**src/rtl/systolic_feeder.sv**
```systemverilog
// Drive-side sequencer for the systolic array: loads a weight tile on the north edge,
// then issues the switch token and diagonally skewed input vectors on the west edge.
module systolic_feeder #(
    parameter int SYSTOLIC_ARRAY_WIDTH = 16,
    parameter int DATA_WIDTH_IN        = 8,
    localparam int IW = $clog2(SYSTOLIC_ARRAY_WIDTH),
    localparam int CW = $clog2(SYSTOLIC_ARRAY_WIDTH + 1)
) (
    input  logic                                                clk,
    input  logic                                                rst,
    input  logic                                                cmd_valid_in,
    output logic                                                cmd_ready_out,
    input  logic [CW-1:0]                                       cmd_k_in,
    input  logic [CW-1:0]                                       cmd_cols_in,
    input  logic [SYSTOLIC_ARRAY_WIDTH-1:0][DATA_WIDTH_IN-1:0] w_data_in,
    input  logic                                                w_valid_in,
    output logic                                                w_ready_out,
    input  logic [SYSTOLIC_ARRAY_WIDTH-1:0][DATA_WIDTH_IN-1:0] x_data_in,
    input  logic                                                x_valid_in,
    output logic                                                x_ready_out,
    input  logic                                                x_last_in,
    output logic [SYSTOLIC_ARRAY_WIDTH-1:0][DATA_WIDTH_IN-1:0] sys_weight_out,
    output logic [SYSTOLIC_ARRAY_WIDTH-1:0][IW-1:0]            sys_index_out,
    output logic [SYSTOLIC_ARRAY_WIDTH-1:0]                    sys_accept_w_out,
    output logic [SYSTOLIC_ARRAY_WIDTH-1:0][DATA_WIDTH_IN-1:0] sys_data_out,
    output logic [SYSTOLIC_ARRAY_WIDTH-1:0]                    sys_valid_out,
    output logic [SYSTOLIC_ARRAY_WIDTH-1:0]                    sys_switch_out,
    output logic [CW-1:0]                                       ub_rd_col_size_out,
    output logic                                                ub_rd_col_size_valid_out,
    output logic                                                done_out
);

    localparam int W  = SYSTOLIC_ARRAY_WIDTH;
    localparam int DW = DATA_WIDTH_IN;
    localparam logic [CW-1:0] W_C  = CW'(W);
    localparam logic [IW-1:0] LAST = IW'(W - 1);

    typedef enum logic [2:0] {IDLE, LOAD_W, SETTLE, SWITCH, STREAM, DRAIN} state_t;

    state_t               state, state_nxt;
    logic [IW-1:0]        cnt;
    logic [CW-1:0]        k_q, cols_q;
    logic                 cmd_fire, w_take, w_beat, cnt_inc, done_nxt;
    logic                 s0_vld, s0_sw;
    logic [W-1:0][DW-1:0] s0_data;

    function automatic logic [CW-1:0] clamp_w(input logic [CW-1:0] v);
        return (v > W_C) ? W_C : v;
    endfunction

    always_ff @(posedge clk) begin
        if (rst) state <= IDLE;
        else     state <= state_nxt;
    end

    always_comb begin
        state_nxt     = state;
        cmd_ready_out = 1'b0;
        w_ready_out   = 1'b0;
        x_ready_out   = 1'b0;
        w_take        = 1'b0;
        w_beat        = 1'b0;
        cnt_inc       = 1'b0;
        done_nxt      = 1'b0;
        s0_vld        = 1'b0;
        s0_sw         = 1'b0;
        s0_data       = '0;
        case (state)
            IDLE: begin
                cmd_ready_out = !rst;
                if (cmd_valid_in) state_nxt = LOAD_W;
            end
            LOAD_W: begin
                // rows at or beyond k are zero rows generated without a handshake
                w_take      = (CW'(cnt) < k_q);
                w_ready_out = w_take && !rst;
                w_beat      = !w_take || w_valid_in;
                cnt_inc     = w_beat;
                if (w_beat && cnt == LAST) state_nxt = SETTLE;
            end
            SETTLE: begin
                cnt_inc = 1'b1;
                if (cnt == LAST) state_nxt = SWITCH;
            end
            SWITCH: begin
                s0_sw     = 1'b1;
                state_nxt = STREAM;
            end
            STREAM: begin
                x_ready_out = !rst;
                s0_vld      = x_valid_in;
                s0_data     = x_data_in;
                if (x_valid_in && x_last_in) state_nxt = DRAIN;
            end
            DRAIN: begin
                cnt_inc = 1'b1;
                if (cnt == LAST) begin
                    state_nxt = IDLE;
                    done_nxt  = 1'b1;
                end
            end
            default: state_nxt = IDLE;
        endcase
    end

    assign cmd_fire = cmd_valid_in && cmd_ready_out;

    always_ff @(posedge clk) begin
        if (rst || state_nxt != state) cnt <= '0;
        else if (cnt_inc)              cnt <= cnt + IW'(1);
    end

    always_ff @(posedge clk) begin
        if (rst) begin
            k_q                      <= '0;
            cols_q                   <= '0;
            ub_rd_col_size_out       <= '0;
            ub_rd_col_size_valid_out <= 1'b0;
            done_out                 <= 1'b0;
        end else begin
            ub_rd_col_size_valid_out <= cmd_fire;
            done_out                 <= done_nxt;
            if (cmd_fire) begin
                k_q                <= clamp_w(cmd_k_in);
                cols_q             <= clamp_w(cmd_cols_in);
                ub_rd_col_size_out <= clamp_w(cmd_cols_in);
            end
        end
    end

    // north edge: one weight row per beat, all columns in the same cycle
    for (genvar j = 0; j < W; j++) begin : g_col
        localparam logic [CW-1:0] J_C = CW'(j);
        always_ff @(posedge clk) begin
            if (rst || !w_beat) begin
                sys_accept_w_out[j] <= 1'b0;
                sys_index_out[j]    <= '0;
                sys_weight_out[j]   <= '0;
            end else begin
                sys_accept_w_out[j] <= 1'b1;
                sys_index_out[j]    <= cnt;
                sys_weight_out[j]   <= (w_take && J_C < cols_q) ? w_data_in[j] : '0;
            end
        end
    end

    // west edge: row i is delayed through i+1 registers
    for (genvar i = 0; i < W; i++) begin : g_row
        logic [i:0][DW-1:0] data_p;
        logic [i:0]         vld_p;
        logic [i:0]         sw_p;
        if (i == 0) begin : g_head
            always_ff @(posedge clk) begin
                if (rst) begin
                    data_p <= '0;
                    vld_p  <= '0;
                    sw_p   <= '0;
                end else begin
                    data_p <= s0_data[i];
                    vld_p  <= s0_vld;
                    sw_p   <= s0_sw;
                end
            end
        end else begin : g_tail
            always_ff @(posedge clk) begin
                if (rst) begin
                    data_p <= '0;
                    vld_p  <= '0;
                    sw_p   <= '0;
                end else begin
                    data_p <= {data_p[i-1:0], s0_data[i]};
                    vld_p  <= {vld_p[i-1:0], s0_vld};
                    sw_p   <= {sw_p[i-1:0], s0_sw};
                end
            end
        end
        assign sys_data_out[i]   = data_p[i];
        assign sys_valid_out[i]  = vld_p[i];
        assign sys_switch_out[i] = sw_p[i];
    end

endmodule

```
**config.mk**
```make
export PLATFORM = sky130hd
export DESIGN_NAME = systolic_feeder
export DESIGN_NICKNAME = d
export VERILOG_FILES = /design/src/rtl/systolic_feeder.sv
export SDC_FILE = /design/constraint.sdc
export NUM_CORES = 1
export LEC_CHECK = 0
export ABC_AREA = 1
export BUFFER_PORTS_ARGS = -buffer_cell sky130_fd_sc_hd__buf_2
export CAP_MARGIN = 0
export CORE_MARGIN = 3
export CORE_UTILIZATION = 50
export CTS_BUF_LIST = sky130_fd_sc_hd__clkbuf_8
export DETAILED_ROUTE_END_ITERATION = 16
export PLACE_DENSITY_LB_ADDON = 0.15
export SYNTH_ARGS = -nofsm -noshare
export SYNTH_HDL_FRONTEND = slang
export SYNTH_SLANG_ARGS = --single-unit
```
**constraint.sdc**
```tcl
create_clock -name clk -period 1.9 [get_ports clk]
set_input_delay 0.38 -clock clk [delete_from_list [all_inputs] [get_ports clk]]
set_output_delay 0.38 -clock clk [all_outputs]
set_load 0.01 [all_outputs]
```
After elaboration in Yosys (flattened, before gate mapping)
Index checks and enable logic that the tools add are counted. Widths: inputs -> output; s select.

Input port bits: 272. Logic and storage cells: 301. Flip-flop bits (word level): 1512. Output and inout port bits: 378.

Muxes and demuxes: 18. Bitwise gates (word level): 18. Add/sub/neg operators: 1. Equality and inequality tests: 7. Magnitude comparators: 19. Reductions and logical operators: 46.

Operators with widths (number): $lt 4x5->1 const A (8); $reduce_or 2->1 (19); $logic_and 1x1->1 (20); $lt 3x5->1 const A (4); $not 1->1 (18); $pmux 3 s6 (1); $mux 3 (5); $gt 5x5->1 const B (2); $lt 1x5->1 const A (2); $lt 2x5->1 const A (2); $mux 5 (2); $mux 1 (9); $eq 3x2->1 const B (2); $eq 3x3->1 const B (2); $lt 4x5->1 (1); $add 4x1->4 const B (1); $eq 4x4->1 const B (1); $eq 3x1->1 const B (1); $logic_not 1->1 (3); $logic_not 3->1 (1); $logic_or 1x1->1 (3); $ne 3x3->1 (1); $pmux 1 s2 (1).

Logic depth before layout (Yosys ltp)
Gate-level depths: netlist of the first run.

Depth in word-level cells: 8. Gate-level depth with buffers: 12. Gate-level depth less buffers: 12.

Worst setup path after synthesis of the first run
Ideal clock, no wire load.

Kind: register to register. Start point: register cnt[2]. End point: register sys_weight_out[88] (netlist bit). Slack: 206 ps. Library setup time: 120 ps. Cell stages (with the launch flop): 12. Required time: 1780 ps. Path buffers: 0. Arrival time: 1574 ps. Clock period less this slack: 1694 ps. Path through: dfxtp_1 ha_1 nand2_1 inv_1 nand3_1 nand4_1 nand2_1 inv_1 nand2_1 inv_2 nand2_1 nor2_1.

Longest elaborated chain between the ends: 7. Elaborated cells on any way between the ends: 10. Classes of those cells: order compare (1); mux (2); bitwise (1); reduce/logical (6).

Ends and longest elaborated chain: start: declaration (RTL line 41) `logic [IW-1:0] cnt;`; start signal: assignment (RTL line 110) `else if (cnt_inc) cnt <= cnt + IW'(1);`; $lt 4x5->1 (*) (RTL line 75) `w_take = (CW'(cnt) < k_q);`; $logic_not 1->1 (RTL line 77) `w_beat = !w_take || w_valid_in;`; $logic_or 1x1->1 (RTL line 77); $mux 1 (RTL line 68) `case (state)`; $logic_not 1->1 (RTL line 135) `if (rst || !w_beat) begin`; $logic_or 1x1->1 (RTL line 135); $reduce_or 2->1 (no source line) (*); end signal: indexed assignment (RTL line 142) `sys_weight_out[j] <= (w_take && J_C < cols_q) ? w_data_in[j] : '0;`; end: declaration (RTL line 22) `output logic [SYSTOLIC_ARRAY_WIDTH-1:0][DATA_WIDTH_IN-1:0] sys_weight_out,`.

Every way passes the cells marked *; elsewhere a longest branch is shown, timed or not. A chain may end at the register's enable or synchronous reset.

Worst setup path in the final report of the first run
Start point: register k_q[2]. End point: output port w_ready_out.

Longest elaborated chain between the ends: 3.

Ends and longest elaborated chain: start: declaration (RTL line 42) `logic [CW-1:0] k_q, cols_q;`; start signal: assignment (RTL line 124) `k_q <= clamp_w(cmd_k_in);`; $lt 4x5->1 (RTL line 75); $logic_and 1x1->1 (RTL line 76) `w_ready_out = w_take && !rst;`; $mux 1 (RTL line 68); end: declaration (RTL line 17) `output logic w_ready_out,`.

No other way between the ends.

==> results of run 1 <==
[per-layer routing]
layer | part of all wire (%) | routed length, um | up-vias
met4 | 6.4 | 5326 | 14
met1 | 37 | 31220 | 11090
li1 | - | - | 13180
met5 | 0.10 | 87 | -
met3 | 6.8 | 5673 | 247
met2 | 49 | 41250 | 733
[placed cells by master, fill, tap and decap left out, types with 12 or more instances in the layout]
| cell | n |
|---|---|
| buf_4 | 32 |
| nor2_2 | 33 |
| diode_2 | 29 |
| buf_12 | 17 |
| nand3_1 | 15 |
| nor2_1 | 1242 |
| a21oi_1 | 13 |
| clkbuf_8 | 240 |
| dlygate4sd3_1 | 269 |
| buf_6 | 12 |
| dfxtp_2 | 17 |
| dfxtp_1 | 1246 |
| nand2_1 | 39 |
| buf_2 | 639 |
| inv_1 | 1351 |
[sequential cells by signal, indices dropped and copies added (netlist names)]
signal,count
done_out,1
state,3
sys_weight_out,128
cols_q,5
g_row.data_p,968
g_row.sw_p,16
sys_accept_w_out,1
cnt,4
k_q,5
ub_rd_col_size_valid_out,1
sys_index_out,4
g_row.vld_p,16
sys_data_out,120
[kinds of logic after synthesis]
group	count (synthesis)
flip-flops	1272
adder cells (fa/ha/maj)	4
AO/OA/AOI/OAI	24
buffers and inverters	1613
AND/OR/NAND/NOR	1364
XOR/XNOR	2
[stage by stage]
stage	utilization, %	worst slack (ns)	instance area (um^2)	power [mW]
floorplan	-	0.2058	37700	27.84
global placement	54.57	-0.06850	40690	28.43
detailed placement	54.57	-0.07903	40690	28.42
CTS	63.60	-0.7152	47430	50.60
global route	64.16	-0.7294	47840	51.97
finish	64.19	-0.5638	47860	49.85
[cells in the mapped netlist, drive strengths merged]
library cell  number  area share, %
o31ai              3          0.060
a32oi              1          0.023
a21oi             13           0.17
nand4              2          0.050
buf              216            4.2
ha                 4           0.13
o21ai              6          0.090
inv             1288             13
dfxtp           1272             68
clkbuf           108            1.1
nand2             55           0.61
clkinv             1          0.013
nand3             19           0.29
xor2               2          0.046
a31oi              1          0.017
nor2            1284             13
nor3               4          0.083
[power groups by stage]
stage	registers, mW	clock network (mW)	logic [mW]
CTS	26.7	22.2	1.63
global route	26.7	23.5	1.80
floorplan	27.3	0	0.535
finish	26.7	21.5	1.66
detailed placement	27.3	0	1.11
global placement	27.3	0	1.12
[worst min path at each step]
stage                    startpoint                        to  depth (start not counted)
2_1_floorplan   g_row[10].data_p[2]      g_row[10].data_p[10]                          2
3_3_place_gp   g_row[11].data_p[48]      g_row[11].data_p[56]                          2
3_5_place_dp   g_row[12].data_p[75]      g_row[12].data_p[83]                          2
4_1_cts                cmd_valid_in  ub_rd_col_size_valid_out                          4
5_1_grt                cmd_valid_in  ub_rd_col_size_valid_out                          4
6_report                        rst                    k_q[4]                          4
[final cells by class]
| type | instances | area [um^2] |
|---|---|---|
| Fill cell | 6279 | 26710 |
| Clock inverter | 96 | 530.5 |
| Multi-Input combinational cell | 1394 | 5744 |
| Antenna cell | 29 | 72.57 |
| Tap cell | 969 | 1212 |
| Sequential cell | 1272 | 25520 |
| Timing Repair Buffer | 970 | 6621 |
| Clock buffer | 240 | 3303 |
| Inverter | 1289 | 4861 |
[repair_timing]
| action | in CTS | in global routing |
|---|---|---|
| pin swaps | 10 | 8 |
| endpoints found under the setup margin | 168 | 173 |
| resized for setup | 53 | 89 |
| hold buffers | 269 | 0 |
| hold endpoints to repair | 286 | 0 |
| setup buffers | 6 | 5 |
[tightest hold or removal path, delay by kind of cell]
family / cells / cell delay [ns]
AO/OA/AOI/OAI: 2 / 0.16
buffers and inverters: 2 / 0.29
==> flow_summary.json, run 1 <==
{
  "status": "complete, but fails checks",
  "violations": "setup timing",
  "power_frac_comb_pct": 3.3,
  "synthXorXnorAreaFrac_pct": 0.04646,
  "layout_setup_ws_ns": -0.5638,
  "wl_um": 83560,
  "start_kind": "flop",
  "gr-max-usage-layer": "met2",
  "cts-root-buf": "clkbuf_8",
  "p_leak_nw": 22.05,
  "gr-total-overflow": 0,
  "powerDensity_nw_per_um2": 1042,
  "dp_hpwl_um": 56400,
  "clock-sinks": 1272,
  "clock_latency_ns": 0.78,
  "fin_crit_sh_pct": 129.7,
  "core_um2": 74570,
  "met1_usage_pct": 21.16,
  "wl_per_cell_um": 13.35,
  "slew_headroom_pct": 52.73,
  "ios": 650,
  "synth_top_family_by_area": "buffers and inverters",
  "peakVddDrop_mv": 0.7728,
  "synth_cell_types": 27,
  "drv_cap": 0,
  "rsz0062_at_grt": "true",
  "drc_errors": 0,
  "startpoint": "k_q[2]",
  "r2r_end": "sys_weight_out[39]",
  "hold_class": "primary input to flop",
  "tritoncts": "yes",
  "grt_pass1_wl_um": 124900,
  "fmax_ghz": 0.4059,
  "postSynthAreaPerCell_um2": 8.811,
  "die_h_um": 280.6,
  "cp.required_ns": 1.52,
  "path_max_fanout": 2,
  "reg2reg_from": "k_q[2]",
  "period_needed_ns": 2.464,
  "numCtsBuffers": 193,
  "cp.depth": 9,
  "r2r_slack_ns": -0.07,
  "synth_compound_area_share_pct": 0.3617,
  "htree_levels": 4,
  "grt.total_usage_pct": 20.78,
  "hold_viol_final": 0,
  "io_buffers": 649,
  "cp_top_family": "simple AND/OR/NAND/NOR gates",
  "clk_pin_slew_ns": 0.06,
  "critPathKind": "flop to output pin",
  "first_iter_violations": 1063,
  "die_area_um2": 78740,
  "pwr-share-seq_pct": 53.6,
  "finalSetupViolCount": 50,
  "met3_usage_pct": 6.623,
  "ctsLongestPathBuffers": 3,
  "num_rows": 100,
  "grt_max_degree": 128,
  "fin_setup_tns_ns": -2.936,
  "tightest_slew_ns": 0.7091,
  "p_sw_share_pct": 21.75,
  "worst_r2r_path_depth": 14,
  "initial_core_util_pct": 50.56,
  "end_kind": "output pin",
  "cp_slowest_cell": "dfxtp_2",
  "ant_nets": 0,
  "yosys_warnings": 0,
  "ys_seq_elements": 1272,
  "fin_cells": 6259,
  "synthMuxAreaShare_pct": 0,
  "via_per_inst": 4.037,
  "grt_pass1_vias": 23660,
  "final_nets": 5396,
  "antenna_found_initial": 36,
  "drv_slew": 0,
  "syn-num-nets": 4555,
  "die_x_um": 280.6,
  "synthSimpleGateAreaFrac_pct": 13.85,
  "path_cells": "inv_2 -> ha_4 -> nand2_1 -> nand2_1 -> nand2_2 -> nand4_4 -> nor2_4 -> buf_6 -> buf_6",
  "gp_congestion": 0.9509,
  "p_int_mw": 39.01,
  "num_vias": 25270,
  "dr.pass1.iters": 5,
  "yosys.area_share.adder_pct": 0.1327,
  "p_sw_mw": 10.84,
  "pwr-share-clk_pct": 43.1,
  "worstPathArrival_ns": 2.08,
  "syn_inst": 4279,
  "worst_path_largest_cell_delay_ns": 0.33,
  "use_met2_pct": 36.40,
  "holdWs_ns": 0.1287,
  "crit_buf_inv": 3,
  "dp.cells": 5614,
  "syn_area_um2": 37700,
  "seq_area_frac_synth_pct": 67.54,
  "area_growth_pct": 26.95,
  "crit_path_end": "w_ready_out",
  "drive_gt1_share_pct": 20.34,
  "skew_ns": 0.03474
}
Power figures use the tool's default switching activity.
==> run 2, diff against run 1 <==
Settings changed: SKIP_LAST_GASP set to 1.
==> run 2 against run 1 <==
Net effect:
- the run still ends with setup timing left
- non-clock buffer count did not move
- sequential cell count did not move
- die area did not move
- clock-buffer cell count did not move
- via count rose by 0.29%
- sequential power barely moved
==> flow_summary.json, run 2 (synthesis gave the netlist of run 1 again) <==
{
  "path_cells": "inv_2 -> ha_4 -> nand2_1 -> nand2_1 -> nand2_2 -> nand4_4 -> nor2_4 -> buf_6 -> buf_6",
  "regMostFlops": "g_row.data_p",
  "clock_latency_ns": 0.79,
  "grt_max_degree": 128,
  "tritoncts": "yes",
  "dp_hpwl_um": 56400,
  "core_um2": 74570,
  "final_nets": 5396,
  "fmax_ghz": 0.4052,
  "gr-total-overflow": 0,
  "worstPathArrival_ns": 2.09,
  "ant_nets": 0,
  "path_max_fanout": 2,
  "antenna_found_initial": 36,
  "clock-sinks": 1272,
  "whs_path_depth": 4,
  "cts-root-buf": "clkbuf_8",
  "regArea_um2": 25520,
  "drc_errors": 0,
  "drive_gt1_share_pct": 20.34,
  "ctsLongestPathBuffers": 3,
  "layout_commonest_cell": "inv_1",
  "min-delay-start": "rst",
  "cp.required_ns": 1.52,
  "powerDensity_nw_per_um2": 1042,
  "skew_ns": 0.03506,
  "ios": 650,
  "io_buffers": 649,
  "htree_levels": 4,
  "grt.total_usage_pct": 20.77,
  "finalSetupViolCount": 58,
  "fin_setup_tns_ns": -3.543,
  "period_needed_ns": 2.468,
  "placed_area_um2": 40690,
  "nFillCells": 6279,
  "tightest_slew_ns": 0.7028,
  "die_x_um": 280.6,
  "final_cell_mix": "inv_1 (1,351), dfxtp_1 (1,246), nor2_1 (1,242)",
  "clk_pin_slew_ns": 0.06,
  "die_h_um": 280.6,
  "worst_r2r_path_depth": 14,
  "final_area_um2": 47860,
  "slew_headroom_pct": 53.15,
  "drv_slew": 0,
  "peakVddDrop_mv": 0.7723,
  "num_vias": 25340,
  "gp_congestion": 0.9509,
  "grt_pass1_wl_um": 124900,
  "hold_end": "k_q[4]",
  "r2r_slack_ns": -0.09,
  "worst_path_largest_cell_delay_ns": 0.33,
  "wl_per_cell_um": 13.36,
  "hold_viol_final": 0,
  "layout_setup_ws_ns": -0.5681,
  "num_rows": 100,
  "cp_slowest_cell": "dfxtp_2",
  "multi_input_comb_area_um2": 5744,
  "fin_crit_sh_pct": 129.9,
  "dr.pass1.iters": 5,
  "p_leak_nw": 22.04,
  "drv_cap": 0,
  "status": "complete, but fails checks",
  "holdWs_ns": 0.1244,
  "initial_core_util_pct": 50.56,
  "numCtsBuffers": 193,
  "die_area_um2": 78740,
  "area_growth_pct": 26.94,
  "wl_um": 83600,
  "first_iter_violations": 1024,
  "largest_reg_flops": 968,
  "start_kind": "flop",
  "reg2reg_from": "k_q[2]",
  "violations": "setup timing",
  "end_kind": "output pin",
  "hold_class": "primary input to flop",
  "critPathKind": "flop to output pin",
  "via_per_inst": 4.048,
  "r2r_end": "sys_weight_out[39]",
  "grt_pass1_vias": 23640,
  "rsz0062_at_grt": "true"
}
[run 2: critical path, delay by kind of cell, from the launching register on]
kind	cells	cell delay, ns
buf+inv	3	0.27
flops	1	0.33
simple gates	5	0.49
fa+ha+maj	1	0.20
[run 2: final cells by class]
type	instances	share of cell area [%]
inverter	1289	10.16
clock inverter	96	1.108
clock buffer	240	6.902
timing repair buffer	970	13.83
sequential	1272	53.32
tap	969	2.533
multi-input combinational	1394	12.00
antenna	29	0.1516
[run 2: per-stage QoR]
stage | std cells | setup slack (ns) | total power [mW] | utilization (%)
6_report | 6259 | -0.5681 | 49.87 | 64.18
3_3_place_gp | 5614 | -0.06850 | 28.43 | 54.57
5_1_grt | 6250 | -0.7294 | 51.97 | 64.15
3_5_place_dp | 5614 | -0.07903 | 28.42 | 54.57
4_1_cts | 6225 | -0.7152 | 50.59 | 63.59
2_1_floorplan | 4279 | 0.2058 | 27.84 | -
[run 2: how the worst max path moves through the flow]
| stage | from | endpoint | slack (ns) | cells after the start |
|---|---|---|---|---|
| after floorplan | cnt[2] | sys_weight_out[88] | 0.21 | 11 |
| after global placement | k_q[2] | sys_weight_out[113] | -0.07 | 11 |
| after detailed placement | k_q[2] | sys_weight_out[118] | -0.08 | 11 |
| after CTS | k_q[1] | w_ready_out | -0.72 | 9 |
| after global routing | k_q[2] | w_ready_out | -0.73 | 9 |
| final | k_q[2] | w_ready_out | -0.57 | 9 |
[run 2: routing by layer]
metal	up-vias	track usage [%]	wire length, um
li1	13180	-	-
met1	11140	21.19	31330
met2	745	36.42	41010
met3	259	6.565	5634
met4	14	14.04	5546
met5	-	0	87
[run 2: where the power goes]
part | switching (mW) | total (mW) | internal [mW]
clock network | 9.94 | 21.5 | 11.5
registers | 0.0320 | 26.7 | 26.7
logic | 0.885 | 1.66 | 0.774
total | 10.9 | 49.9 | 39.0
[run 2: repair_timing]
item | in CTS | in global routing
buffers inserted | 6 | 5
pin swaps | 10 | 8
resized for setup | 51 | 89
hold endpoints to repair | 286 | 0
endpoints found under the setup margin | 168 | 174
hold buffers | 269 | 0
